`src/rtl/sequenciador_brinquedo.sv`:
```
// Toy automation controller: steps through a 6-position program with a dwell per step,
// pauses on a debounced proximity obstacle and resumes after a clear-time delay.
module sequenciador_brinquedo #(
  parameter int unsigned DWELL        = 8,
  parameter int unsigned DEB          = 4,
  parameter int unsigned RESUME_DELAY = 6
) (
  input  logic       clk,
  input  logic       reset,
  input  logic       on_off,
  input  logic       sensor_prox,
  output logic [2:0] passo,
  output logic [1:0] estado,
  output logic       motor_en,
  output logic       led_alerta,
  output logic       buzzer,
  output logic       ciclo_completo
);

  typedef enum logic [1:0] {
    DESLIGADO = 2'b00,
    RODANDO   = 2'b01,
    PAUSA     = 2'b10,
    RETOMADA  = 2'b11
  } state_t;

  localparam int unsigned DW_W = $clog2(DWELL);
  localparam int unsigned DB_W = $clog2(DEB + 1);
  localparam int unsigned RD_W = $clog2(RESUME_DELAY + 1);

  logic            r_on_s1, r_on_s2;
  logic            r_se_s1, r_se_s2;
  logic            r_obst;
  logic [DB_W-1:0] r_deb_cnt;

  state_t          r_state, w_state_nx;
  logic [2:0]      r_passo, w_passo_nx;
  logic [DW_W-1:0] r_dwell, w_dwell_nx;
  logic [RD_W-1:0] r_rcnt, w_rcnt_nx;
  logic            r_ciclo, w_ciclo_nx;

  // Synchronizers and the stability filter on the synchronized sensor.
  always_ff @(posedge clk or posedge reset) begin
    if (reset) begin
      r_on_s1   <= 1'b0;
      r_on_s2   <= 1'b0;
      r_se_s1   <= 1'b0;
      r_se_s2   <= 1'b0;
      r_obst    <= 1'b0;
      r_deb_cnt <= '0;
    end else begin
      r_on_s1 <= on_off;
      r_on_s2 <= r_on_s1;
      r_se_s1 <= sensor_prox;
      r_se_s2 <= r_se_s1;
      if (r_se_s2 != r_obst) begin
        if (r_deb_cnt == DB_W'(DEB - 1)) begin
          r_obst    <= r_se_s2;
          r_deb_cnt <= '0;
        end else begin
          r_deb_cnt <= r_deb_cnt + DB_W'(1);
        end
      end else begin
        r_deb_cnt <= '0;
      end
    end
  end

  always_ff @(posedge clk or posedge reset) begin
    if (reset) begin
      r_state <= DESLIGADO;
      r_passo <= '0;
      r_dwell <= '0;
      r_rcnt  <= '0;
      r_ciclo <= 1'b0;
    end else begin
      r_state <= w_state_nx;
      r_passo <= w_passo_nx;
      r_dwell <= w_dwell_nx;
      r_rcnt  <= w_rcnt_nx;
      r_ciclo <= w_ciclo_nx;
    end
  end

  // Power-off overrides every state; a pending obstacle beats a step advance.
  always_comb begin
    w_state_nx = r_state;
    w_passo_nx = r_passo;
    w_dwell_nx = r_dwell;
    w_rcnt_nx  = r_rcnt;
    w_ciclo_nx = 1'b0;
    if (!r_on_s2) begin
      w_state_nx = DESLIGADO;
      w_passo_nx = '0;
      w_dwell_nx = '0;
      w_rcnt_nx  = '0;
    end else begin
      unique case (r_state)
        DESLIGADO: begin
          w_state_nx = RODANDO;
          w_passo_nx = '0;
          w_dwell_nx = '0;
        end
        RODANDO: begin
          if (r_obst) begin
            w_state_nx = PAUSA;
          end else if (r_dwell == DW_W'(DWELL - 1)) begin
            w_dwell_nx = '0;
            if (r_passo == 3'd5) begin
              w_passo_nx = '0;
              w_ciclo_nx = 1'b1;
            end else begin
              w_passo_nx = r_passo + 3'd1;
            end
          end else begin
            w_dwell_nx = r_dwell + DW_W'(1);
          end
        end
        PAUSA: begin
          if (!r_obst) begin
            w_state_nx = RETOMADA;
            w_rcnt_nx  = '0;
          end
        end
        RETOMADA: begin
          if (r_obst) begin
            w_state_nx = PAUSA;
            w_rcnt_nx  = '0;
          end else if (r_rcnt == RD_W'(RESUME_DELAY - 1)) begin
            w_state_nx = RODANDO;
          end else begin
            w_rcnt_nx = r_rcnt + RD_W'(1);
          end
        end
      endcase
    end
  end

  assign passo          = r_passo;
  assign estado         = r_state;
  assign motor_en       = (r_state == RODANDO);
  assign led_alerta     = (r_state == PAUSA) || (r_state == RETOMADA);
  assign buzzer         = (r_state == PAUSA);
  assign ciclo_completo = r_ciclo;

endmodule

```
`config.mk`:
```
export PLATFORM = sky130hd
export DESIGN_NAME = sequenciador_brinquedo
export DESIGN_NICKNAME = d
export VERILOG_FILES = /design/src/rtl/sequenciador_brinquedo.sv
export SDC_FILE = /design/constraint.sdc
export NUM_CORES = 1
export LEC_CHECK = 0
export ABC_CLOCK_PERIOD_IN_PS = 2170
export CAP_MARGIN = 0
export CORE_MARGIN = 5
export CORE_UTILIZATION = 30
export DETAILED_ROUTE_END_ITERATION = 10
export GPL_TIMING_DRIVEN = 1
export PLACE_DENSITY = 0.49
export SYNTH_ARGS = -nofsm -noshare
export SYNTH_HDL_FRONTEND = slang
export SYNTH_SLANG_ARGS = --single-unit
```
`constraint.sdc`:
```
create_clock -name clk -period 2.17 [get_ports clk]
set_input_delay 0.5425 -clock clk [delete_from_list [all_inputs] [get_ports clk]]
set_output_delay 0.5425 -clock clk [all_outputs]
set_load 0.02 [all_outputs]
```
Yosys cells after proc, flatten, opt, wreduce, memory -nomap -nowiden
Cells that the tools add are included.
{ "totals": {"ff_bits": 20, "latch_bits": 0, "ramBits": 0, "rom_bits": 0, "out_inout_bits": 9, "memories": 0} }
{ "classes": {"add_sub_neg": 4, "n_mul": 0, "div_mod_pow": 0, "n_lt_le_gt_ge": 0, "eq_ne": 16, "n_shift": 0, "n_mux": 27, "bitwise": 0, "n_reduce_logical": 7} }
{ "op_table": {"columns": ["op", "count"], "rows": [
  ["$mux W3", 13],
  ["$pmux W3 S2", 3],
  ["$add A3 B1 Y3 const B", 4],
  ["$ne A3 B2 Y1 const B", 4],
  ["$mux W2", 5],
  ["$eq A3 B3 Y1 const B", 3],
  ["$reduce_and A3 Y1", 3],
  ["$ne A4 B4 Y1 const B", 2],
  ["$pmux W2 S4", 1],
  ["$ne A3 B3 Y1 const B", 2],
  ["$mux W1", 5],
  ["$eq A2 B2 Y1 const B", 2],
  ["$reduce_and A2 Y1", 2],
  ["$eq A3 B2 Y1 const B", 1],
  ["$eq A2 B1 Y1 const B", 1],
  ["$logic_not A2 Y1", 1],
  ["$logic_or A1 B1 Y1", 1],
  ["$ne A1 B1 Y1", 1]
]} }

Logic depth before layout (Yosys ltp)
Gate-level depths: netlist of run 1.
{ "logic_depth": {"ltp_word": 6, "mapped_depth": 5, "mapped_depth_nobuf": 5} }

Worst setup path before layout of run 1
No wires, ideal clock.
{ "synth_timing": {"path_type": "register to output", "startpoint": "register r_state[1], in the netlist estado[1]", "endpoint": "output buzzer", "arrival_ns": 1.100, "required_ns": 1.627, "path_slack_ns": 0.528, "path_stages_with_launch": 3, "n_path_buf": 1, "path_cell_list": "dfrtp_1 -> buf_2 -> nor2b_1"} }
{ "synth_between": {"elab_chain_len": 1} }
{ "synth_rtl": {"columns": ["item", "line", "source"], "rows": [
  ["start: declaration", "36", "state_t r_state, w_state_nx;"],
  ["start signal: assignment", "77", "r_state <= w_state_nx;"],
  ["$eq A2 B2 Y1", "143", "assign buzzer = (r_state == PAUSA);"],
  ["end: declaration", "16", "output logic buzzer,"]
]} }
No other way between the ends.

Worst setup path after layout of run 1
{ "layout_timing": {"startpoint": "register r_state[1], in the netlist estado[1]", "endpoint": "output motor_en"} }
{ "layout_between": {"elab_chain_len": 1} }
{ "layout_rtl": {"columns": ["item", "line", "source"], "rows": [
  ["$eq A2 B1 Y1", "141", "assign motor_en = (r_state == RODANDO);"],
  ["end: declaration", "14", "output logic motor_en,"]
]} }
No other way between the ends.

==> flow_summary.json, run 1 <==
{
  "p_int_uw": 622,
  "ant_nets": 0,
  "start_util": 0.311,
  "drcViolationCount": 0,
  "clockBufferDepth": 2,
  "end_kind": "output pin",
  "design_area_sq_um": 1150,
  "cts_setup_buffers": 0,
  "syn-num-nets": 97,
  "crit_type": "flip-flop to output pin",
  "drt_iter0_markers": 15,
  "seq_area_frac_synth": 0.531,
  "die_area_sq_um": 4360,
  "cts_tree": "yes",
  "ys_top_cells_by_area": "dfrtp_1 (53%), ha_1 (6.6%), nand3_1 (3.2%)",
  "ir_drop_uv": 346,
  "r2r_end": "passo[0]",
  "gp_congestion": 0.745,
  "status": "finished, final reports clean",
  "leakagePower_nw": 0.520,
  "seq_power_share": 0.505,
  "hold_path_class": "flip-flop to flip-flop",
  "rrSetupSlack_ns": 0.68,
  "grt_first_pass_wirelength_um": 2870,
  "wl_um": 1680,
  "core_sq_um": 3030,
  "power_frac_comb": 0.309,
  "worstPathCellList": "and2b_1 > clkdlybuf4s50_1",
  "fin_crit_sh": 0.945,
  "holdPathStages": 0,
  "slowest_delay_ns": 0.60,
  "dr.max_layer_used": "met4",
  "slew_viol_final": 0,
  "wl_met2_um": 757,
  "cts_buffers": 3,
  "ioPinCount": 13,
  "dp_hpwl_um": 1200,
  "portBuffers": 12,
  "placed_cell_area_sq_um": 1130,
  "maxCapViolCount": 0,
  "synth_top_area_share": 0.531,
  "dr_total_vias": 678,
  "dr.pass1.iters": 4,
  "synth_top_cell_by_area": "dfrtp_1",
  "ys_types": 33,
  "fin_skew_ns": 0.00158,
  "setup_viol": 0,
  "sw_frac_of_total": 0.333,
  "power.share.clock": 0.187,
  "syn_inst": 88,
  "slowest_stage": "clkdlybuf4s50_1",
  "ys_top_cells_by_count": "dfrtp_1 (20), nand2_1 (7), nand3_1 (6)",
  "max_freq_mhz": 488,
  "tightest_slew_ns": 0.403,
  "async_reset_ff_frac": 1.00,
  "synth_most_common_cell": "dfrtp_1",
  "fin_crit_ns": 2.05,
  "cts.sinks": 20,
  "rows": 20,
  "hold_end": "r_se_s2",
  "r2r_start": "r_dwell[0]",
  "rsz0062_at_grt": "false",
  "ys_warn_count": 0,
  "crit_fanout": 3,
  "met1_length_um": 823,
  "antenna_found_initial": 0,
  "grt_overflow": 0,
  "nNetsFinal": 113,
  "via_per_inst": 4.64,
  "syn_area_sq_um": 942,
  "ys_ff_latch": 20,
  "grt_use_total": 0.0849,
  "cts-root-buf": "clkbuf_4",
  "fp.dieH_um": 66.0,
  "cp-start-kind": "flip-flop",
  "synth_edf_count": 0,
  "cp_data_required_time_ns": 1.63,
  "wl_met3_um": 82,
  "syn2layout_area_growth_pct": 22.2,
  "critPathLaunch": "estado[1]",
  "hold_viol": 0,
  "synth_ff_type": "dfrtp_1",
  "grt_pass1_vias": 628,
  "die_x_um": 66.0,
  "wl_per_cell_um": 11.5,
  "drive_gt1_frac": 0.0784,
  "power_density_nw_per_um2": 810,
  "syn_area_per_cell_sq_um": 10.7,
  "insertion_delay_ns": 0.29,
  "min-delay-start": "r_se_s1",
  "slew_headroom": 0.731,
  "diodes": 0,
  "cts.clk_slew.worst_paths_ns": 0.11,
  "htree_num_levels": 1,
  "switchingPower_uw": 310,
  "crit_arrival_ns": 1.51,
  "fin_tns_setup_ns": 0,
  "reg2regPathDepth": 5,
  "grt_max_degree": 21
}
## worst max-delay path: cells and delay by family, from the launching register on
family,cells,cell delay (ns)
buf+inv,1,0.60
flops,1,0.40
simple gates,1,0.21
## metrics by stage
step                      hold slack [ns]  worst slack (ns)  utilization  power, mW  std cells
after floorplan                     0.331             0.528            -      0.672         88
after global placement              0.332             0.415        0.372      0.765        143
after detailed placement            0.340             0.407        0.372      0.772        143
after CTS                           0.366            0.0564        0.379      0.951        146
after global routing                0.380            0.0367        0.380      0.997        146
final                               0.362             0.119        0.380      0.932        146
## worst max-delay path by stage
| stage | slack (ns) | endpoint | cells after the start |
|---|---|---|---|
| final | 0.12 | motor_en | 2 |
| after global routing | 0.04 | motor_en | 2 |
| after global placement | 0.42 | buzzer | 3 |
| after detailed placement | 0.41 | buzzer | 3 |
| after CTS | 0.06 | buzzer | 3 |
| after floorplan | 0.53 | buzzer | 2 |
## final cells by class
type | instances | area (sq um)
Clock buffer | 3 | 22.5
Tap cell | 44 | 55.1
Sequential cell | 20 | 500
Inverter | 4 | 15.0
Timing Repair Buffer | 16 | 153
Multi-Input combinational cell | 59 | 405
Fill cell | 311 | 1880
## metal layers
metal,GRT usage,vias up
met2,0.131,10
met5,0,-
met1,0.111,326
met3,0.0170,2
met4,0.0457,0
li1,-,340
## cell families after synthesis
family	Yosys count	share of synthesized area
AND/OR/NAND/NOR	36	0.219
buffers and inverters	9	0.0385
adder cells (fa/ha/maj)	5	0.0664
XOR/XNOR	1	0.00930
AO/OA/AOI/OAI	14	0.102
flip-flops	20	0.531
multiplexers	3	0.0332
## power by group through the flow
stage                     Sequential [mW]  Combinational, mW  Clock, mW
after global placement              0.477              0.288          0
after floorplan                     0.460              0.211          0
after global routing                0.482              0.319      0.195
after CTS                           0.473              0.292      0.186
after detailed placement            0.481              0.291          0
final                               0.470              0.288      0.174
## sequential cells by signal, indices dropped and copies added, names as in the netlist, 2 cells and up
name / count
estado: 2
r_rcnt: 3
passo: 3
r_deb_cnt: 3
r_dwell: 3
## what timing repair did
action | in CTS | in global routing
resized for setup | 0 | 1
hold buffers | 0 | 0
setup endpoints to repair | 0 | 1
## layout by cell type, fill, tap and decap left out, drive strengths merged
master and n:
o21a 1, buf 4, and3b 1, xnor2 1, o32ai 1, ha 5
and2b 1, nor3 1, nand4 1, nand2b 2, clkbuf 3, nor3b 3
a31oi 2, o21ai 2, nand2 7, a21oi 2, nand3 6, nor2 4
a21o 1, mux2 1, nor2b 2, nand3b 4, inv 4, dfrtp 20
a32oi 2, o22ai 1, nand4b 1, a22oi 1, clkdlybuf4s50 11, nor4 1
or3b 1, dlymetal6s2s 1, mux2i 2, and3 1, a311oi 1
(Power assumes the default switching activity.)
==> run 2: changes to the inputs <==
--- a/config.mk
+++ b/config.mk
@@ -8,10 +8,10 @@
 export ABC_CLOCK_PERIOD_IN_PS = 2170
 export CAP_MARGIN = 0
 export CORE_MARGIN = 5
-export CORE_UTILIZATION = 30
+export CORE_UTILIZATION = 35
 export DETAILED_ROUTE_END_ITERATION = 10
 export GPL_TIMING_DRIVEN = 1
-export PLACE_DENSITY = 0.49
+export PLACE_DENSITY = 0.55
 export SYNTH_ARGS = -nofsm -noshare
 export SYNTH_HDL_FRONTEND = slang
 export SYNTH_SLANG_ARGS = --single-unit
==> flow_summary.json, run 2 (synthesis results as in run 1) <==
{
  "status": "finished, final reports clean",
  "leakagePower_nw": 0.555,
  "power_density_nw_per_um2": 906,
  "cts-resized-gates": 0,
  "hold_path_class": "flip-flop to flip-flop",
  "most-common-layout-cells": "dfrtp_1 (19), clkdlybuf4s50_1 (9), nand2_1 (7), nand3_1 (6), ha_1 (5)",
  "nNetsFinal": 112,
  "r2r_start": "r_dwell[0]",
  "die_area_sq_um": 3830,
  "htree_num_levels": 1,
  "rrSetupSlack_ns": 0.68,
  "rows": 18,
  "drive_gt1_frac": 0.0882,
  "wl_per_cell_um": 12.3,
  "cts_buffers": 3,
  "grt_overflow": 0,
  "dr.pass1.iters": 4,
  "min-delay-start": "r_on_s1",
  "tightest_slew_ns": 0.404,
  "drcViolationCount": 0,
  "crit_type": "flip-flop to output pin",
  "crit_fanout": 9,
  "slew_viol_final": 0,
  "grt_pass1_vias": 655,
  "start_util": 0.374,
  "clockBufferDepth": 2,
  "cts_tree": "yes",
  "fin_skew_ns": 0.00520,
  "reg2regPathDepth": 5,
  "cts.sinks": 20,
  "holdBufCountCts": 0,
  "dpl_worst_slack_ns": 0.385,
  "dr_total_vias": 686,
  "cts-root-buf": "clkbuf_4",
  "maxCapViolCount": 0,
  "crit_arrival_ns": 1.51,
  "portBuffers": 12,
  "end_kind": "output pin",
  "hold_end": "r_on_s2",
  "hold_viol": 0,
  "antenna_found_initial": 0,
  "syn2layout_area_growth_pct": 23.4,
  "wl_um": 1620,
  "fin_crit_ns": 2.06,
  "grt_max_degree": 21,
  "gp_congestion": 0.748,
  "setup_viol": 0,
  "cts.clk_slew.worst_paths_ns": 0.12,
  "design_power_total_mw": 1.05,
  "cp-start-kind": "flip-flop",
  "max_freq_mhz": 486,
  "grt_use_total": 0.105,
  "worst_slack_ns": 0.114,
  "dp.cells": 128,
  "grt_first_pass_wirelength_um": 2990,
  "holdPathStages": 0,
  "fin_tns_setup_ns": 0,
  "fp.dieH_um": 61.9,
  "final_cells": 132,
  "cp_data_required_time_ns": 1.63,
  "final_common_cell": "dfrtp_1",
  "drt_iter0_markers": 17,
  "core_sq_um": 2520,
  "ant_nets": 0,
  "diodes": 0,
  "slew_headroom": 0.731,
  "dp_hpwl_um": 1180,
  "cts_setup_buffers": 0,
  "via_per_inst": 5.20,
  "die_x_um": 61.9,
  "fin_crit_sh": 0.947,
  "insertion_delay_ns": 0.30,
  "rsz0062_at_grt": "false",
  "ir_drop_uv": 637,
  "r2r_end": "passo[0]",
  "ioPinCount": 13
}
## run 2: worst max path at each step
stage               startpoint  cells after the start       end  slack, ns
finish               estado[0]                      2    buzzer       0.11
detailed placement   estado[0]                      2  motor_en       0.38
global route         estado[0]                      2    buzzer       0.05
CTS                  estado[0]                      2  motor_en       0.03
global placement     estado[0]                      2  motor_en       0.42
floorplan            estado[1]                      2    buzzer       0.53
## run 2: layer usage
| layer | routed length, um | GRT usage | up-vias |
|---|---|---|---|
| met5 | 0 | 0 | - |
| met4 | 12 | 0.0273 | 0 |
| met3 | 90 | 0.0393 | 2 |
| met2 | 744 | 0.163 | 12 |
| met1 | 770 | 0.139 | 330 |
| li1 | - | - | 342 |
## run 2: power breakdown
part           switching, mW  internal [mW]  leakage [nW]
clock                  0.118          0.187        0.0279
combinational          0.134          0.136         0.265
sequential            0.0628          0.415         0.262
## run 2: through the flow
stage / instance area [sq um] / util / hold slack [ns]
2_1_floorplan: 942 / - / 0.331
5_1_grt: 1160 / 0.461 / 0.375
3_3_place_gp: 1100 / 0.437 / 0.332
6_report: 1160 / 0.461 / 0.362
4_1_cts: 1150 / 0.457 / 0.364
3_5_place_dp: 1100 / 0.437 / 0.336
## run 2: area by class of cell
type	count	area, sq um
fillers	240	1360
flip-flops and latches	20	502
multi-input cells	59	405
repair buffers	15	150
well taps	30	37.5
clock inverters	1	30.0
clock buffers	3	22.5
inverters	4	15.0
## run 2: worst max-delay path: stages (launching register included)
cell,delay [ns]
dfrtp_2,0.48
nor2b_1,0.12
clkdlybuf4s50_1,0.61
==> run 3: changes to the inputs <==
--- a/config.mk
+++ b/config.mk
@@ -8,10 +8,10 @@
 export ABC_CLOCK_PERIOD_IN_PS = 2170
 export CAP_MARGIN = 0
 export CORE_MARGIN = 5
-export CORE_UTILIZATION = 35
+export CORE_UTILIZATION = 40
 export DETAILED_ROUTE_END_ITERATION = 10
 export GPL_TIMING_DRIVEN = 1
-export PLACE_DENSITY = 0.55
+export PLACE_DENSITY = 0.61
 export SYNTH_ARGS = -nofsm -noshare
 export SYNTH_HDL_FRONTEND = slang
 export SYNTH_SLANG_ARGS = --single-unit
==> flow_summary.json, run 3 (synthesis results as in run 1) <==
{
  "die_x_um": 58.5,
  "ioPinCount": 13,
  "rows": 17,
  "cts-root-buf": "clkbuf_4",
  "worstPathCellList": "buf_4 > clkdlybuf4s50_1",
  "drcViolationCount": 0,
  "fin_tns_setup_ns": 0,
  "grt_pass1_vias": 641,
  "fin_crit_sh": 0.946,
  "fin_crit_ns": 2.05,
  "power_density_nw_per_um2": 909,
  "critPathLaunch": "estado[0]",
  "path_buf_inv": 2,
  "portBuffers": 12,
  "ant_nets": 0,
  "die_area_sq_um": 3430,
  "cts.sinks": 20,
  "cpLargestDelayFamily": "buffers and inverters",
  "crit_arrival_ns": 1.51,
  "max_freq_mhz": 487,
  "cp_data_required_time_ns": 1.63,
  "dr_total_vias": 705,
  "grt_overflow": 0,
  "grt_first_pass_wirelength_um": 2870,
  "fp.dieH_um": 58.5,
  "final_util": 0.517,
  "design_power_total_mw": 1.05,
  "crit_fanout": 13,
  "switchingPower_uw": 310,
  "nNetsFinal": 112,
  "end_kind": "output pin",
  "min-delay-start": "r_on_s1",
  "wl_per_cell_um": 12.1,
  "wl_um": 1570,
  "design_area_sq_um": 1150,
  "cp-start-kind": "flip-flop",
  "cts.clk_slew.worst_paths_ns": 0.11,
  "slowest_stage": "clkdlybuf4s50_1",
  "rsz0062_at_grt": "false",
  "start_util": 0.422,
  "drive_gt1_frac": 0.0784,
  "crit_type": "flip-flop to output pin",
  "holdPathStages": 0,
  "clockBufferDepth": 2,
  "holdBufCountCts": 0,
  "grt_use_total": 0.107,
  "seq_power_share": 0.450,
  "slowest_delay_ns": 0.62,
  "core_sq_um": 2230,
  "grt_max_degree": 21,
  "fin_skew_ns": 0.00379,
  "worst_slack_ns": 0.118,
  "via_per_inst": 5.42,
  "sw_frac_of_total": 0.296,
  "hold_viol": 0,
  "hold_end": "r_on_s2",
  "final_common_cell": "dfrtp_1",
  "setup_viol": 0,
  "most-common-layout-cells": "dfrtp_1 (20), clkdlybuf4s50_1 (11), nand2_1 (7), nand3_1 (6), ha_1 (5)",
  "reg2regPathDepth": 5,
  "cts_tree": "yes",
  "ir_drop_uv": 542,
  "tightest_slew_ns": 0.407,
  "syn2layout_area_growth_pct": 22.4,
  "cts_buffers": 3,
  "diodes": 0,
  "maxCapViolCount": 0,
  "r2r_end": "passo[0]",
  "gp_congestion": 0.768,
  "status": "finished, final reports clean",
  "drt_iter0_markers": 19,
  "slew_headroom": 0.729,
  "leakagePower_nw": 0.523,
  "dr.pass1.iters": 4,
  "slew_viol_final": 0,
  "power_frac_comb": 0.264,
  "hold_path_class": "flip-flop to flip-flop",
  "htree_num_levels": 1,
  "power.share.clock": 0.286,
  "dpl_worst_slack_ns": 0.405,
  "p_int_uw": 739,
  "insertion_delay_ns": 0.30,
  "r2r_start": "r_dwell[0]",
  "placed_cell_area_sq_um": 1100,
  "antenna_found_initial": 0,
  "dp_hpwl_um": 1160,
  "rrSetupSlack_ns": 0.69
}
run 3: cell count changes in the layout (fill, tap and decap cells not counted), sizes merged:
cell / before / now
clkdlybuf4s50: 9 / 11
dlymetal6s2s: 3 / 1
run 3: layout make-up:
class                   count  area, sq um
multi-input cells          59          405
clock buffers               3         22.5
clock inverters             1         30.0
flip-flops and latches     20          500
repair buffers             15          145
well taps                  28         35.0
inverters                   4         15.0
fillers                   202         1080
run 3: worst register-to-register path, delay by kind of cell, from the launching register on:
family | cells | cell delay (ns)
compound gates | 1 | 0.18
simple gates | 2 | 0.44
fa+ha+maj | 2 | 0.40
flops | 1 | 0.40
run 3: worst max path at each step:
stage | to | slack (ns) | cells past startpoint
2_1_floorplan | buzzer | 0.53 | 2
3_3_place_gp | motor_en | 0.43 | 2
3_5_place_dp | motor_en | 0.41 | 2
4_1_cts | motor_en | 0.05 | 2
5_1_grt | estado[0] | 0.03 | 2
6_report | estado[0] | 0.12 | 2
run 3: per-layer routing:
metal  GRT usage  share of wire
met3      0.0395          0.072
met2       0.159           0.45
met4      0.0298         0.0083
met1       0.144           0.47
met5           0              0
run 3: repair_timing:
action,in CTS,in global routing
setup buffers,0,0
gates resized for setup,0,1
hold endpoints to repair,0,0
endpoints found under the setup margin,0,1
run 3: stage by stage:
step,std cells,hold WS (ns)
CTS,130,0.364
global route,130,0.387
floorplan,88,0.331
finish,130,0.360
global placement,126,0.332
detailed placement,126,0.336
run 3: power groups by stage:
stage | Sequential [mW] | Combinational [mW] | Clock, mW
after floorplan | 0.460 | 0.211 | 0
after global placement | 0.476 | 0.274 | 0
after detailed placement | 0.479 | 0.281 | 0
after CTS | 0.471 | 0.281 | 0.312
after global routing | 0.483 | 0.310 | 0.327
final | 0.472 | 0.277 | 0.300
